`src/rtl/keccak_arb_pkg.sv`:
```
// Shared types and widths for the keccak message arbiter.
// Optional build macro: KECCAK_ARB_TIMEOUT_EN (enables the WAIT watchdog in the top).
package keccak_arb_pkg;

  localparam int WORD_W     = 32;
  localparam int DIGEST_W   = 512;
  localparam int BYTE_NUM_W = 2;

  // Arbiter FSM: pick owner, clear core, stream words, wait for digest.
  typedef enum logic [1:0] {
    ST_IDLE = 2'd0,
    ST_CLR  = 2'd1,
    ST_FEED = 2'd2,
    ST_WAIT = 2'd3
  } arb_state_t;

endpackage

```
`src/rtl/keccak_rr_pick.sv`:
```
// Combinational round-robin picker: first set request at or after ptr, wrapping.
// Returns the winner one-hot plus its index; pick_any is low when no request is set.
module keccak_rr_pick #(
  parameter int NREQ  = 2,
  parameter int IDX_W = 1
) (
  input  logic [NREQ-1:0]  req,
  input  logic [IDX_W-1:0] ptr,
  output logic [NREQ-1:0]  pick_oh,
  output logic [IDX_W-1:0] pick_idx,
  output logic             pick_any
);

  localparam logic [IDX_W:0] NREQ_V = (IDX_W+1)'(NREQ);

  logic [NREQ-1:0] rot;
  logic [IDX_W:0]  sum;

  // Rotate requests so bit 0 is the pointer lane; scanning downward leaves the lowest offset winning.
  always_comb begin
    rot      = NREQ'({req, req} >> ptr);
    pick_any = 1'b0;
    sum      = {1'b0, ptr};
    for (int i = NREQ - 1; i >= 0; i--) begin
      if (rot[i]) begin
        pick_any = 1'b1;
        sum      = {1'b0, ptr} + (IDX_W+1)'(i);
      end
    end
    if (sum >= NREQ_V) begin
      sum = sum - NREQ_V;
    end
    pick_idx = sum[IDX_W-1:0];
    pick_oh  = pick_any ? (NREQ'(1) << pick_idx) : '0;
  end

endmodule

```
`src/rtl/keccak_msg_arbiter.sv`:
```
// Round-robin arbiter sharing one keccak core between NREQ message sources.
// Each message: pick owner (IDLE), pulse core reset (CLR), stream words (FEED),
// wait for the digest (WAIT), then return it with a one-cycle dig_valid to the owner.
// Handshake: a word on lane g moves when req_valid[g]=1 and core_buffer_full=0 in FEED;
// that same cycle req_accept[g] and core_in_ready are high, and the source must advance.
// Optional build macro: KECCAK_ARB_TIMEOUT_EN adds a WAIT watchdog and the dig_err output.
module keccak_msg_arbiter
  import keccak_arb_pkg::*;
#(
  parameter int NREQ = 2
`ifdef KECCAK_ARB_TIMEOUT_EN
  , parameter int TIMEOUT_CYCLES = 1023
`endif
) (
  input  logic                       clk,
  input  logic                       reset,
  input  logic [NREQ-1:0]            req_valid,
  input  logic [WORD_W*NREQ-1:0]     req_data,
  input  logic [NREQ-1:0]            req_last,
  input  logic [BYTE_NUM_W*NREQ-1:0] req_byte_num,
  output logic [NREQ-1:0]            req_accept,
  output logic [NREQ-1:0]            grant,
  output logic [DIGEST_W-1:0]        dig_data,
  output logic [NREQ-1:0]            dig_valid,
`ifdef KECCAK_ARB_TIMEOUT_EN
  output logic                       dig_err,
`endif
  output logic                       core_reset,
  output logic [WORD_W-1:0]          core_in,
  output logic                       core_in_ready,
  output logic                       core_is_last,
  output logic [BYTE_NUM_W-1:0]      core_byte_num,
  input  logic                       core_buffer_full,
  input  logic [DIGEST_W-1:0]        core_out,
  input  logic                       core_out_ready,
  output arb_state_t                 dbg_state
);

  localparam int IDX_W = (NREQ > 1) ? $clog2(NREQ) : 1;

  arb_state_t             state_q, state_d;
  logic [NREQ-1:0]        grant_q, grant_d;
  logic [IDX_W-1:0]       gidx_q, gidx_d;
  logic [IDX_W-1:0]       ptr_q, ptr_d;
  logic [DIGEST_W-1:0]    dig_data_q, dig_data_d;
  logic [NREQ-1:0]        dig_valid_q, dig_valid_d;

  logic [NREQ-1:0]        pick_oh;
  logic [IDX_W-1:0]       pick_idx;
  logic                   pick_any;

  logic                   lane_valid;
  logic                   lane_last;
  logic [WORD_W-1:0]      lane_data;
  logic [BYTE_NUM_W-1:0]  lane_bn;
  logic                   xfer;
  logic                   wait_done;
  logic [IDX_W-1:0]       next_ptr;

`ifdef KECCAK_ARB_TIMEOUT_EN
  localparam int CNT_W = $clog2(TIMEOUT_CYCLES + 1);
  logic [CNT_W-1:0]       cnt_q, cnt_d;
  logic                   dig_err_q, dig_err_d;
  logic                   timeout_hit;
`endif

  keccak_rr_pick #(
    .NREQ  (NREQ),
    .IDX_W (IDX_W)
  ) u_pick (
    .req      (req_valid),
    .ptr      (ptr_q),
    .pick_oh  (pick_oh),
    .pick_idx (pick_idx),
    .pick_any (pick_any)
  );

  // Select the owner's lane; only meaningful while a grant is held.
  always_comb begin
    lane_valid = 1'b0;
    lane_last  = 1'b0;
    lane_data  = '0;
    lane_bn    = '0;
    for (int r = 0; r < NREQ; r++) begin
      if (gidx_q == IDX_W'(r)) begin
        lane_valid = req_valid[r];
        lane_last  = req_last[r];
        lane_data  = req_data[r*WORD_W +: WORD_W];
        lane_bn    = req_byte_num[r*BYTE_NUM_W +: BYTE_NUM_W];
      end
    end
  end

  // Transfer qualifier, message-complete condition and the pointer past the owner.
  always_comb begin
    xfer     = (state_q == ST_FEED) && lane_valid && !core_buffer_full;
    next_ptr = (gidx_q == IDX_W'(NREQ - 1)) ? '0 : gidx_q + 1'b1;
`ifdef KECCAK_ARB_TIMEOUT_EN
    timeout_hit = (cnt_q == CNT_W'(TIMEOUT_CYCLES - 1));
    wait_done   = core_out_ready || timeout_hit;
`else
    wait_done   = core_out_ready;
`endif
  end

  // State and datapath registers; async reset returns to IDLE and drops any partial message.
  always_ff @(posedge clk or posedge reset) begin
    if (reset) begin
      state_q     <= ST_IDLE;
      grant_q     <= '0;
      gidx_q      <= '0;
      ptr_q       <= '0;
      dig_data_q  <= '0;
      dig_valid_q <= '0;
`ifdef KECCAK_ARB_TIMEOUT_EN
      cnt_q       <= '0;
      dig_err_q   <= 1'b0;
`endif
    end else begin
      state_q     <= state_d;
      grant_q     <= grant_d;
      gidx_q      <= gidx_d;
      ptr_q       <= ptr_d;
      dig_data_q  <= dig_data_d;
      dig_valid_q <= dig_valid_d;
`ifdef KECCAK_ARB_TIMEOUT_EN
      cnt_q       <= cnt_d;
      dig_err_q   <= dig_err_d;
`endif
    end
  end

  // Next-state logic.
  always_comb begin
    state_d = state_q;
    case (state_q)
      ST_IDLE: if (pick_any)          state_d = ST_CLR;
      ST_CLR:                         state_d = ST_FEED;
      ST_FEED: if (xfer && lane_last) state_d = ST_WAIT;
      ST_WAIT: if (wait_done)         state_d = ST_IDLE;
      default:                        state_d = ST_IDLE;
    endcase
  end

  // Registered datapath: latch winner in IDLE, capture digest and release grant at end of WAIT.
  always_comb begin
    grant_d     = grant_q;
    gidx_d      = gidx_q;
    ptr_d       = ptr_q;
    dig_data_d  = dig_data_q;
    dig_valid_d = '0;
`ifdef KECCAK_ARB_TIMEOUT_EN
    cnt_d       = '0;
    dig_err_d   = 1'b0;
`endif
    if (state_q == ST_IDLE && pick_any) begin
      grant_d = pick_oh;
      gidx_d  = pick_idx;
    end
    if (state_q == ST_WAIT) begin
`ifdef KECCAK_ARB_TIMEOUT_EN
      cnt_d = cnt_q + 1'b1;
`endif
      if (wait_done) begin
        grant_d     = '0;
        ptr_d       = next_ptr;
        dig_valid_d = grant_q;
        if (core_out_ready) begin
          dig_data_d = core_out;
        end
`ifdef KECCAK_ARB_TIMEOUT_EN
        else begin
          dig_err_d = 1'b1;
        end
`endif
      end
    end
  end

  // Outputs: core strobe and lane mux are combinational on the transfer; the rest is registered.
  always_comb begin
    req_accept    = xfer ? grant_q : '0;
    core_in_ready = xfer;
    core_in       = xfer ? lane_data : '0;
    core_is_last  = xfer && lane_last;
    core_byte_num = xfer ? lane_bn : '0;
    core_reset    = reset || (state_q == ST_CLR);
    grant         = grant_q;
    dig_data      = dig_data_q;
    dig_valid     = dig_valid_q;
    dbg_state     = state_q;
`ifdef KECCAK_ARB_TIMEOUT_EN
    dig_err       = dig_err_q;
`endif
  end

endmodule
```
`config.mk`:
```
export PLATFORM = sky130hd
export DESIGN_NAME = keccak_msg_arbiter
export DESIGN_NICKNAME = d
export VERILOG_FILES = /design/src/rtl/keccak_arb_pkg.sv /design/src/rtl/keccak_rr_pick.sv /design/src/rtl/keccak_msg_arbiter.sv
export SDC_FILE = /design/constraint.sdc
export NUM_CORES = 1
export LEC_CHECK = 0
export ABC_AREA = 0
export CORE_AREA = 2 2 449 451
export CTS_CLUSTER_SIZE = 8
export DETAILED_ROUTE_END_ITERATION = 10
export DIE_AREA = 0 0 451 453
export GPL_TIMING_DRIVEN = 0
export SETUP_SLACK_MARGIN = 0.4
export SYNTH_ARGS = -nofsm -noshare
export SYNTH_HDL_FRONTEND = slang
export SYNTH_SLANG_ARGS = --single-unit
```
`constraint.sdc`:
```
create_clock -name clk -period 19.7 [get_ports clk]
set_clock_uncertainty 0.1 [all_clocks]
set_input_delay 3.94 -clock clk [delete_from_list [all_inputs] [get_ports clk]]
set_output_delay 3.94 -clock clk [all_outputs]
set_load 0.01 [all_outputs]
```
; Word-level counts from Yosys, hierarchy flattened
; Cells that the tools add are included.
[op_classes]
bitwise = 0
magnitude_cmp = 1
n_reduce_logical = 9
add_sub_neg = 3
n_eq_ne = 6
n_mul = 0
div = 0
n_mux = 23
shift = 2
[ops]
columns = operator, n
row1 = $mux 32, 2
row2 = $mux 2, 14
row3 = $pmux 2 s4, 1
row4 = $mux 1, 6
row5 = $ne 2x2->1 const B, 3
row6 = $eq 2x2->1 const B, 2
row7 = $logic_and 1x1->1, 4
row8 = $shr 4x1->2, 1
row9 = $reduce_and 3->1, 1
row10 = $add 1x1->2 const B, 1
row11 = $eq 2x1->1 const B, 1
row12 = $ge 2x2->1 const B, 1
row13 = $logic_not 2->1, 1
row14 = $reduce_and 2->1, 1
row15 = $shl 1x1->2 const A, 1
row16 = $add 1x1->1 const B, 1
row17 = $logic_not 1->1, 1
row18 = $logic_or 1x1->1, 1
row19 = $sub 1x1->1 const B, 1
[word_totals]
latch_bits = 0
elab_cells = 50
input_bits = 588
reg_bits = 520
mem_bits_rw = 0
mem_bits_ro = 0
memories = 0

; Depth between registers and ports, before layout
[depth]
depth_word = 10
depth_mapped = 7

; Modules after synthesis
; From an unflattened synthesis, not the netlist that was laid out.
[hier_totals]
hier_cells = 2291
area_unflattened_um2 = 20148.1
[by_module_without_submodules]
columns = module, n_inst, cells_each, seq_area_each_um2, area_per_inst_um2
row1 = keccak_msg_arbiter, 1, 2286, 13012.5, 20114.3
row2 = keccak_rr_pick, 1, 5, 0.0, 33.8

; Least setup slack after synthesis
; Ideal clock, no wire load.
[synth_timing]
kind = input -> output
from = in req_valid[1]
to = out core_byte_num[0]
setup_slack_ns = 10.913
arrival_time_ns = 4.747
path_stages = 5
path_cell_list = mux2_2 nand3b_1 buf_2 buf_2 nor2_1
[synth_via]
elab_chain_len = 4
[synth_rtl]
columns = item, line
row1 = from (decl), keccak_msg_arbiter.sv:17  ; input logic [NREQ-1:0] req_valid,
row2 = $mux 1, keccak_msg_arbiter.sv:85  ; if (gidx_q == IDX_W'(r)) begin
row3 = $logic_and 1x1->1 (2 in series), keccak_msg_arbiter.sv:96  ; xfer = (state_q == ST_FEED) && lane_valid && !core_buffer_full;
row4 = $mux 2, keccak_msg_arbiter.sv:186  ; core_byte_num = xfer ? lane_bn : '0;
row5 = to (decl), keccak_msg_arbiter.sv:32  ; output logic [BYTE_NUM_W-1:0] core_byte_num,
; Every way passes these cells.

; Worst setup path in the final report
[layout_timing]
from = in req_valid[1]
to = out core_in[9]
[layout_via]
elab_chain_len = 4
[layout_rtl]
columns = item, line
row1 = $mux 1, keccak_msg_arbiter.sv:85
row2 = $logic_and 1x1->1 (2 in series), keccak_msg_arbiter.sv:96
row3 = $mux 32, keccak_msg_arbiter.sv:184  ; core_in = xfer ? lane_data : '0;
row4 = to (decl), keccak_msg_arbiter.sv:29  ; output logic [WORD_W-1:0] core_in,
; Every way passes these cells.

==> metrics.txt <==
Layout Nets=4111; xor/xnor share of the synthesized area=0%; Die ar.=204000 µm²; synth-to-layout area growth=86.6%; routability cong.=0.959; compound-cell area share of the yosys netlist=0.367%; Max Freq=96.8 MHz; Setup CP Type=primary input to output port; Max VDD drop=0.0837 mV; CTS tree=built; drt wl/cell=26.0 µm; core area=199000 µm²; clock tree buffer depth=3; fin cells=6221; WP data required=15.66 ns; CTS Buf Count=81; largest net degree at the start of global routing=110; area of the multi-input gates=about 6500 µm²; maximum fanout along the worst path=10; Total Wirelength=roughly 160000 µm; total negative slack=0 ns; mux cell area share after synthesis=1.86%; Pins Over Slew Limit=0; logic gate share of total power=43.7%; drt drc=0; Simple-Gate Fraction of Synth Area=29.7%; DRT iter0 DRCs=1376; post-synth net total=2879; relative slew slack=27.7%; post-synthesis instance total=2286; CTS H-tree depth=3; DIE WIDTH=451 µm; outcome=complete, no violations; Arr. time, crit path=6.29 ns; Setup Fix Bufs, Post-CTS=0; max_cap viols=0; hold slack final=between 0.3 and 0.4 ns; power density over the cells=158 nW/µm²; clock share of power=23.6%; detailed-router iteration count before antenna repair=6; I/O pin total=1145; Final Critical Period=between 10 and 15 ns; post-synthesis sequential area ratio=64.8%; vias in the first global route=20900; IO Port Bufs=roughly 1100; area occupied by registers=about 13000 µm²; Worst path slowest cell=clkdlybuf4s50_1; slowest stage delay, CP=0.73 ns; Final Cycle Share=52.4%; CP top delay family=buffers and inverters; setup violators final=0; switching part of the total power=between 30 and 40%; crit end category=output port; clk_lat worst skew=roughly 0.69 ns; fraction of layout cells with a size suffix above 1=under 10%; worst path bufs/invs=4; Final Hold Fails=0; Tot GR Track Use=about 15%; Clk Tree Root Cell=clkbuf_16; Cells after DPL=~6100; Filler cells=22100; Die Y=between 400 and 500 µm; hold buffer count at cts=0; main combinational cell family by area after synthesis=simple AND/OR/NAND/NOR gates; std cell rows=164; vias=just over 20000; Post-Syn Area=around 20000 µm²; Initial Util=10.1%; Worst-path clk slew=approximately 0.05 ns; Leak=17.3 nW; yosys warns=0; Syn Area/Cell=8.79 µm²; Distinct cells, synth=24; CTS sink count=520; Post-Place Setup Slack=approximately 9.4 ns; Yosys reg bits=between 500 and 600; HPWL Detailed=136000 µm; Cell Int Power=3.57 mW; Net Sw Power=2.35 mW; Via-to-Cell Ratio=3.31; unrepaired setup endpoints after global routing=false; CP cell instances=clkdlybuf4s50_1 > mux2_2 > nand3b_1 > buf_2 > buf_2 > nor2_1 > clkdlybuf4s50_1; Min-Delay Path Class=flop to flop; Synth Area in Adders=less than 1%; Seq pwr share=32.6%; cts repair resizes=0; first-pass GRT wire length=208000 µm; Slew @ Worst Pin=between 1 and 1.5 ns; worst setup margin=9.37 ns; initial antenna violation count=61; grt ovf=0; Routed Antenna Nets=0; crit path launch type=primary input
[final timing paths]
check,start,end,slack (ns),depth (start not counted)
max,req_valid[1],core_in[9],9.37,7
min,dig_data[343],dig_data[343],0.37,2
max reg2reg,dbg_state[0],dig_data[272],16.62,7
min reg2reg,dig_data[343],dig_data[343],0.37,2
max in group asynchronous,reset,dig_data[92],13.84,5
min in group asynchronous,reset,dbg_state[0],3.85,2
[layer usage]
| layer | vias to the layer above | part of all wire [%] | track usage (%) |
|---|---|---|---|
| met5 | - | 0.017 | 0 |
| met4 | 4 | 2.4 | 4.34 |
| met3 | 192 | 8.9 | 5.39 |
| met2 | 941 | 47 | 24.9 |
| met1 | 10100 | 42 | 19.2 |
| li1 | 9405 | - | - |
[worst register-to-register path, stage by stage, from the launching register on]
cell and delay, ns:
dfrtp_1 0.42, ha_1 0.26, nand2_1 0.27, buf_2 0.53, clkbuf_2 0.73, buf_2 0.51, nand2_1 0.12, nand2_1 0.07
[cell usage after synthesis, drive strengths merged]
master / instances / share of area (%)
a31oi: 1 / 0.031
nor2: 38 / 0.71
o21ai: 2 / 0.050
or2: 1 / 0.031
mux2i: 35 / 1.7
nand3b: 1 / 0.037
and2: 3 / 0.093
nand3: 1 / 0.025
ha: 5 / 0.31
o21a: 1 / 0.037
a211oi: 1 / 0.062
clkbuf: 30 / 0.56
o32ai: 1 / 0.044
o32a: 1 / 0.050
dfrtp: 520 / 65
and3: 1 / 0.031
nand2: 1540 / 29
a21oi: 2 / 0.050
buf: 92 / 2.3
a32oi: 1 / 0.044
mux2: 2 / 0.11
inv: 7 / 0.13
[cell families after synthesis]
logic type                 Yosys count
AOI/OAI and AO/OA                   10
adders and majority gates            5
buffers and inverters              129
DFF                                520
muxes                               37
and+or+nand+nor                   1585
[per-stage QoR]
stage / instance area, µm² / utilization, % / power (mW)
after floorplan: 20100 / - / 2.71
after global placement: 34900 / 17.5 / 4.56
after detailed placement: 35000 / 17.6 / 4.57
after CTS: 37400 / 18.8 / 6.04
after global routing: 37500 / 18.8 / 6.29
final: 37500 / 18.8 / 5.92
[layout by cell type, fill, tap and decap left out, drive strengths merged, types with 5 or more instances in the layout]
| master | instances |
|---|---|
| clkinv | 7 |
| ha | 5 |
| nand2 | 1540 |
| buf | 97 |
| clkdlybuf4s50 | 1144 |
| diode | 19 |
| nor2 | 38 |
| clkbuf | 128 |
| inv | 8 |
| mux2i | 35 |
| dfrtp | 520 |
[area by class of cell]
| type | count | area share (%) |
|---|---|---|
| Buffer | 122 | 1.55 |
| Inverter | 7 | 0.0901 |
| Multi-Input combinational cell | 1637 | 17.3 |
| Antenna cell | 19 | 0.127 |
| Tap cell | 2656 | 8.86 |
| Sequential cell | 520 | 34.7 |
| Clock buffer | 98 | 5.74 |
| Clock inverter | 13 | 0.731 |
| Timing Repair Buffer | 1149 | 30.9 |
[registers in the layout, summed over array words and instances, names as in the netlist]
signal,flops
grant,2
dbg_state,2
dig_valid,2
dig_data,512
gidx_q,1
ptr_q,1
[power by group through the flow]
stage | registers [mW] | logic [mW] | clock network [mW]
3_5_place_dp | 1.93 | 2.64 | 0
2_1_floorplan | 2.04 | 0.672 | 0
5_1_grt | 1.98 | 2.81 | 1.50
3_3_place_gp | 1.93 | 2.63 | 0
6_report | 1.93 | 2.59 | 1.40
4_1_cts | 1.92 | 2.66 | 1.47
Note: power is estimated with default switching activity, not from simulation.
